`src/rtl/cmp_sort_ctrl.sv`:
```
// cmp_sort_ctrl: loads DEPTH words, bubble-sorts them with one shared comparator, streams them out ascending.
// Define CMP_SORT_EARLY_EXIT_EN to leave SORT after the first pass that makes no swap.
module cmp_sort_ctrl #(
    parameter int WIDTH = 2,
    parameter int DEPTH = 4
) (
    input  logic             clk,
    input  logic             rst,
    input  logic             in_valid,
    output logic             in_ready,
    input  logic [WIDTH-1:0] in_data,
    output logic             out_valid,
    input  logic             out_ready,
    output logic [WIDTH-1:0] out_data,
    output logic             busy,
    output logic [2:0]       cmp_out,
    output logic [7:0]       swap_count
);
    localparam int IW = $clog2(DEPTH);
    localparam logic [IW-1:0] last_idx = IW'(DEPTH - 1);
    localparam logic [IW-1:0] last_pass = IW'(DEPTH - 2);
    typedef enum logic [1:0] {LOAD, SORT, OUT} state_t;
    state_t state, state_nx;
    logic [WIDTH-1:0] mem [DEPTH];
    logic [IW-1:0] wr_idx, rd_idx, p, j, j1;
    logic [WIDTH-1:0] a, b;
    logic swapped, gt, eq, lt, end_pass, done;

    assign j1 = j + 1'b1;
    assign a = mem[j];
    assign b = mem[j1];
    assign gt = a > b;
    assign eq = a == b;
    assign lt = a < b;
    assign end_pass = j == last_pass - p;
    assign out_data = mem[rd_idx];
`ifdef CMP_SORT_EARLY_EXIT_EN
    // The swap made on the last compare of the pass still counts as a swap in that pass.
    assign done = end_pass && (p == last_pass || !(swapped || gt));
`else
    assign done = end_pass && p == last_pass;
`endif

    always_ff @(posedge clk or posedge rst)
        if (rst) state <= LOAD;
        else     state <= state_nx;

    always_comb begin
        state_nx  = state;
        in_ready  = state == LOAD;
        out_valid = state == OUT;
        busy      = state == SORT;
        cmp_out   = state == SORT ? {gt, eq, lt} : 3'b000;
        case (state)
            LOAD:    if (in_valid && wr_idx == last_idx) state_nx = SORT;
            SORT:    if (done) state_nx = OUT;
            OUT:     if (out_ready && rd_idx == last_idx) state_nx = LOAD;
            default: state_nx = LOAD;
        endcase
    end

    always_ff @(posedge clk or posedge rst) begin
        if (rst) begin
            for (int i = 0; i < DEPTH; i++) mem[i] <= '0;
            wr_idx     <= '0;
            rd_idx     <= '0;
            p          <= '0;
            j          <= '0;
            swapped    <= 1'b0;
            swap_count <= '0;
        end else begin
            if (state == LOAD && in_valid) begin
                mem[wr_idx] <= in_data;
                wr_idx      <= wr_idx == last_idx ? '0 : wr_idx + 1'b1;
                if (wr_idx == last_idx) begin
                    p          <= '0;
                    j          <= '0;
                    swapped    <= 1'b0;
                    swap_count <= '0;
                end
            end
            if (state == SORT) begin
                if (gt) begin
                    mem[j]     <= b;
                    mem[j1]    <= a;
                    swap_count <= swap_count + {7'd0, swap_count != 8'hff};
                end
                swapped <= end_pass ? 1'b0 : swapped | gt;
                j       <= end_pass ? '0 : j1;
                p       <= end_pass ? p + 1'b1 : p;
                rd_idx  <= '0;
            end
            if (state == OUT && out_ready) rd_idx <= rd_idx == last_idx ? '0 : rd_idx + 1'b1;
        end
    end
endmodule

```
`config.mk`:
```
export PLATFORM = sky130hd
export DESIGN_NAME = cmp_sort_ctrl
export DESIGN_NICKNAME = d
export VERILOG_FILES = /design/src/rtl/cmp_sort_ctrl.sv
export SDC_FILE = /design/constraint.sdc
export NUM_CORES = 1
export LEC_CHECK = 0
export CAP_MARGIN = 20
export CORE_AREA = 2 2 53 79
export DETAILED_ROUTE_END_ITERATION = 12
export DIE_AREA = 0 0 55 81
export GPL_ROUTABILITY_DRIVEN = 0
export PLACE_DENSITY = 0.73
export REMOVE_ABC_BUFFERS = 1
export SKIP_LAST_GASP = 1
export SLEW_MARGIN = 20
export SYNTH_ARGS = -nofsm -noshare
export SYNTH_HDL_FRONTEND = slang
export SYNTH_SLANG_ARGS = --single-unit
```
`constraint.sdc`:
```
create_clock -name clk -period 2.84 [get_ports clk]
set_input_delay 0.568 -clock clk [delete_from_list [all_inputs] [get_ports clk]]
set_output_delay 0.568 -clock clk [all_outputs]
set_load 0.05 [all_outputs]
```
-- Yosys cells after proc, flatten, opt, wreduce, memory -nomap -nowiden
Index checks and enable logic that the tools add are counted.
- add/subtract/negate cells: 6
- order comparisons: 9
- eq/ne operators: 12
- multiplexer cells: 40
- bitwise gates (word level): 4
- reduce and logical (&&, ||, !) cells: 15
- operators by type and width (operator ; count):
    $mux W8 ; 7
    $mux W2 ; 22
    $bwmux W8 ; 3
    $bmux W2 S2 ; 3
    $demux W2 S2 ; 3
    $ge A3 B3 Y1 const B ; 4
    $not A2 Y3 ; 4
    $lt A3 B1 Y1 const B ; 3
    $add A2 B1 Y2 const B ; 4
    $add A8 B1 Y8 ; 1
    $eq A2 B2 Y1 const B ; 4
    $logic_and A1 B1 Y1 ; 8
    $ne A2 B1 Y1 const B ; 4
    $ne A8 B8 Y1 const B ; 1
    $pmux W2 S3 ; 1
    $reduce_and A3 Y1 ; 2
    $reduce_bool A2 Y1 ; 3
    $eq A2 B2 Y1 ; 2
    $mux W3 ; 1
    $eq A2 B1 Y1 const B ; 1
    $gt A2 B2 Y1 ; 1
    $logic_not A2 Y1 ; 1
    $lt A2 B2 Y1 ; 1
    $reduce_and A2 Y1 ; 1
    $sub A2 B2 Y2 const A ; 1
- bits in registers: 26
- output and inout bits: 16

-- Logic depth before layout (Yosys ltp)
- depth after elaboration: 11
- mapped depth: 12
- depth with buffers taken out: 10

-- Worst setup path after synthesis
Ideal clock, no wire load.
- path kind: register to output
- from: reg j[0]
- to: out cmp_out[2]
- arrival time: 2627 ps
- required time: 2272 ps
- slack: -355 ps
- stages on the path, launching flop included: 10
- buffers on the path: 2
- path through: dfrtp_1 -> buf_2 -> inv_1 -> ha_1 -> mux4_2 -> ha_1 -> and2_1 -> a211o_1 -> buf_2 -> inv_2
- longest elaborated chain between the ends: 7
- ends and longest elaborated chain (element ; RTL line ; RTL):
    from (decl) ; 25 ; logic [IW-1:0] wr_idx, rd_idx, p, j, j1;
    from (signal assigned) ; 89 ; j <= end_pass ? '0 : j1;
    $add A2 B1 Y2 ; 29 ; assign j1 = j + 1'b1;
    $not A2 Y3 (not written as such) ; 31 ; assign b = mem[j1];
    $bmux W2 S2 ; 31 ;
    $mux W2 (not written as such) (2 in a row) ; 31 ;
    $gt A2 B2 Y1 * ; 32 ; assign gt = a > b;
    $mux W3 * ; 53 ; cmp_out = state == SORT ? {gt, eq, lt} : 3'b000;
    to (decl) ; 16 ; output logic [2:0] cmp_out,
Every way passes the cells marked *; elsewhere a longest branch is shown, timed or not. The select of a mux whose other input is x is not followed.

-- Final worst setup path
Ends and elaborated chain as after synthesis.

==> results_dict.tcl <==
set metrics [dict create \
    grt_usage 0.229 \
    syn_area_um2 1810 \
    antenna_found_initial 0 \
    max_cap_viol_count 0 \
    required_ns 2.27 \
    finalSetupViolCount 3 \
    hpwl_um 3210 \
    die_w_um 55 \
    rows 28 \
    ff_latch_area_um2 651 \
    grt_max_degree 27 \
    drt_iter0_drc 27 \
    htree_levels 1 \
    synth_cells 173 \
    cts_tree "built" \
    violations "setup timing" \
    ys.flop_type "dfrtp_1" \
    path_clk_slew_ns 0.10 \
    dr.pass1.iters 4 \
    antenna_cells 0 \
    coreArea_um2 3850 \
    io_pins 22 \
    cts_max_path_buffers 2 \
    first_global_vias 1559 \
    status "finished with violations" \
    utilization 0.630 \
    num-nets-final 230 \
    worstPathCellList "inv_2 -> ha_4 -> mux4_2 -> ha_4 -> and2_4 -> a211o_1 -> inv_2 -> buf_12" \
    die_y_um 81 \
    rsz0062_at_grt "true" \
    arrival_ns 2.47 \
    clock_skew_ns 0.00583 \
    cts-hold-fix-buffers 0 \
    max_slew_margin 0.664 \
    fin_ws_ns -0.200 \
    crit_buf_inv 3 \
    cpPeakStageDelay_ns 0.56 \
    wl_per_cell_um 18.4 \
    ant_nets 0 \
    cts_made_buffers 3 \
    drive_gt1_frac 0.278 \
    wl_um 4680 \
    cp-end-kind "primary output" \
    setup_tns_ns -0.472 \
    multi_input_area_um2 1220 \
    ys_ff_latch 26 \
    die-area_um2 4460 \
    critPathMaxFanout 3 \
    synth_seq_area_share 0.359 \
    initial_core_util 0.471 \
    finalCritPeriodShare 1.07 \
    ys_types 40 \
    fill_cells 301 \
    mostFrequentLayoutCells "dfrtp_1 (26), clkdlybuf4s50_1 (18), nand2_1 (17)" \
    cpLargestDelayFamily "multiplexers" \
    yosysWarnings 0 \
    grt_first_pass_wirelength_um 7380 \
    clock_sinks 26 \
    vias 1551 \
    critPathLaunchType "flip-flop" \
    hp-class "flip-flop to flip-flop" \
    cp_slowest_cell "mux4_2" \
    gr-total-overflow 0 \
    synth_area_per_cell_um2 10.5 \
    synthArstFlopShare 1.00 \
    design_area_um2 2430 \
    vias_per_cell 6.11 \
    final_common_cell "dfrtp_1" \
    period_minus_slack_ns 3.04 \
    cts_root_buf "clkbuf_8" \
    worstMarginPinSlew_ns 0.503 \
    portBuffers 21 \
    setup.worst_path.class "flip-flop to primary output" \
    clock_latency_ns 0.28 \
    synth_edf_count 0 \
    syn_to_final_growth_pct 33.7 \
    place_area_um2 2170 \
    drv_slew 0 \
    remaining_drc_errors 0 \
    hold_viol_final 0 \
    max_freq_mhz 329 \
]
## metal layers
| layer | part of all wire | wire, µm | GRT usage |
|---|---|---|---|
| met5 | 0 | 0 | 0 |
| met4 | 0.032 | 151 | 0.0951 |
| met3 | 0.034 | 159 | 0.0276 |
| met2 | 0.55 | 2600 | 0.426 |
| met1 | 0.38 | 1770 | 0.247 |
## sequential cells by signal, indices dropped and copies added (netlist names)
register	flops
j	2
mem	8
p	2
rd_idx	2
state	2
swap_count	8
wr_idx	2
## layout make-up
| cell class | instances | share of cell area |
|---|---|---|
| timing repair buffer | 39 | 0.159 |
| inverter | 12 | 0.0186 |
| multi-input combinational | 128 | 0.501 |
| sequential | 26 | 0.268 |
| clock buffer | 3 | 0.0170 |
| clock inverter | 1 | 0.0124 |
| tap | 45 | 0.0232 |
## worst paths after layout
kind | start | end | slack, ns | cells after the start
worst max register to register | j[0]$_DFFE_PP0P_ | swap_count[5]$_DFF_PP0_ | 0.03 | 10
min in group asynchronous | rst | mem[5]$_DFF_PP0_ | 0.64 | 3
worst max-delay path | j[0]$_DFFE_PP0P_ | cmp_out[2] | -0.20 | 8
worst min-delay path | swap_count[7]$_DFF_PP0_ | swap_count[7]$_DFF_PP0_ | 0.53 | 1
worst min register to register | swap_count[7]$_DFF_PP0_ | swap_count[7]$_DFF_PP0_ | 0.53 | 1
max in group asynchronous | rst | swap_count[2]$_DFF_PP0_ | 1.94 | 3
## per-stage QoR
| stage | worst slack [ns] | instances | hold WS, ns |
|---|---|---|---|
| 2_1_floorplan | -0.443 | 166 | 0.486 |
| 3_3_place_gp | 0.0308 | 244 | 0.494 |
| 3_5_place_dp | -0.0529 | 244 | 0.510 |
| 4_1_cts | -0.187 | 253 | 0.520 |
| 5_1_grt | -0.281 | 254 | 0.547 |
| 6_report | -0.200 | 254 | 0.534 |
## logic make-up (layout without fill, tap and decap cells)
family	after synthesis	count (layout)	synth area share
AO/OA/AOI/OAI	37	37	0.162
buffers and inverters	19	55	0.0414
flip-flops	26	26	0.359
XOR/XNOR	2	2	0.00966
multiplexers	19	19	0.147
AND/OR/NAND/NOR	56	56	0.185
adder cells (fa/ha/maj)	14	14	0.0966
## timing repair
item,CTS,global route
endpoints found under the setup margin,14,14
gates cloned,0,0
setup buffers,5,1
pin swaps,2,7
gates resized for setup,12,13
## Yosys cell counts (4+ instances only)
master | count | area share
nand2_1 | 17 | 0.035
clkbuf_1 | 4 | 0.0083
dfrtp_1 | 26 | 0.36
mux2i_1 | 12 | 0.066
inv_1 | 11 | 0.023
a211oi_1 | 8 | 0.033
ha_1 | 14 | 0.097
mux4_2 | 6 | 0.074
and3b_1 | 8 | 0.039
nor2_1 | 8 | 0.017
nand3_1 | 5 | 0.014
o21a_1 | 8 | 0.033
## worst reg2reg max path, delay by kind of cell (launching register included)
| kind | cells | cell delay, ns |
|---|---|---|
| AO/OA/AOI/OAI | 3 | 0.68 |
| multiplexers | 1 | 0.56 |
| adder cells (fa/ha/maj) | 2 | 0.54 |
| flip-flops | 1 | 0.39 |
| buffers and inverters | 3 | 0.37 |
| AND/OR/NAND/NOR | 1 | 0.16 |
Power is left out: the tool's default activity adds up to more than one toggle a clock period on the data nets, which glitch-free logic cannot reach.
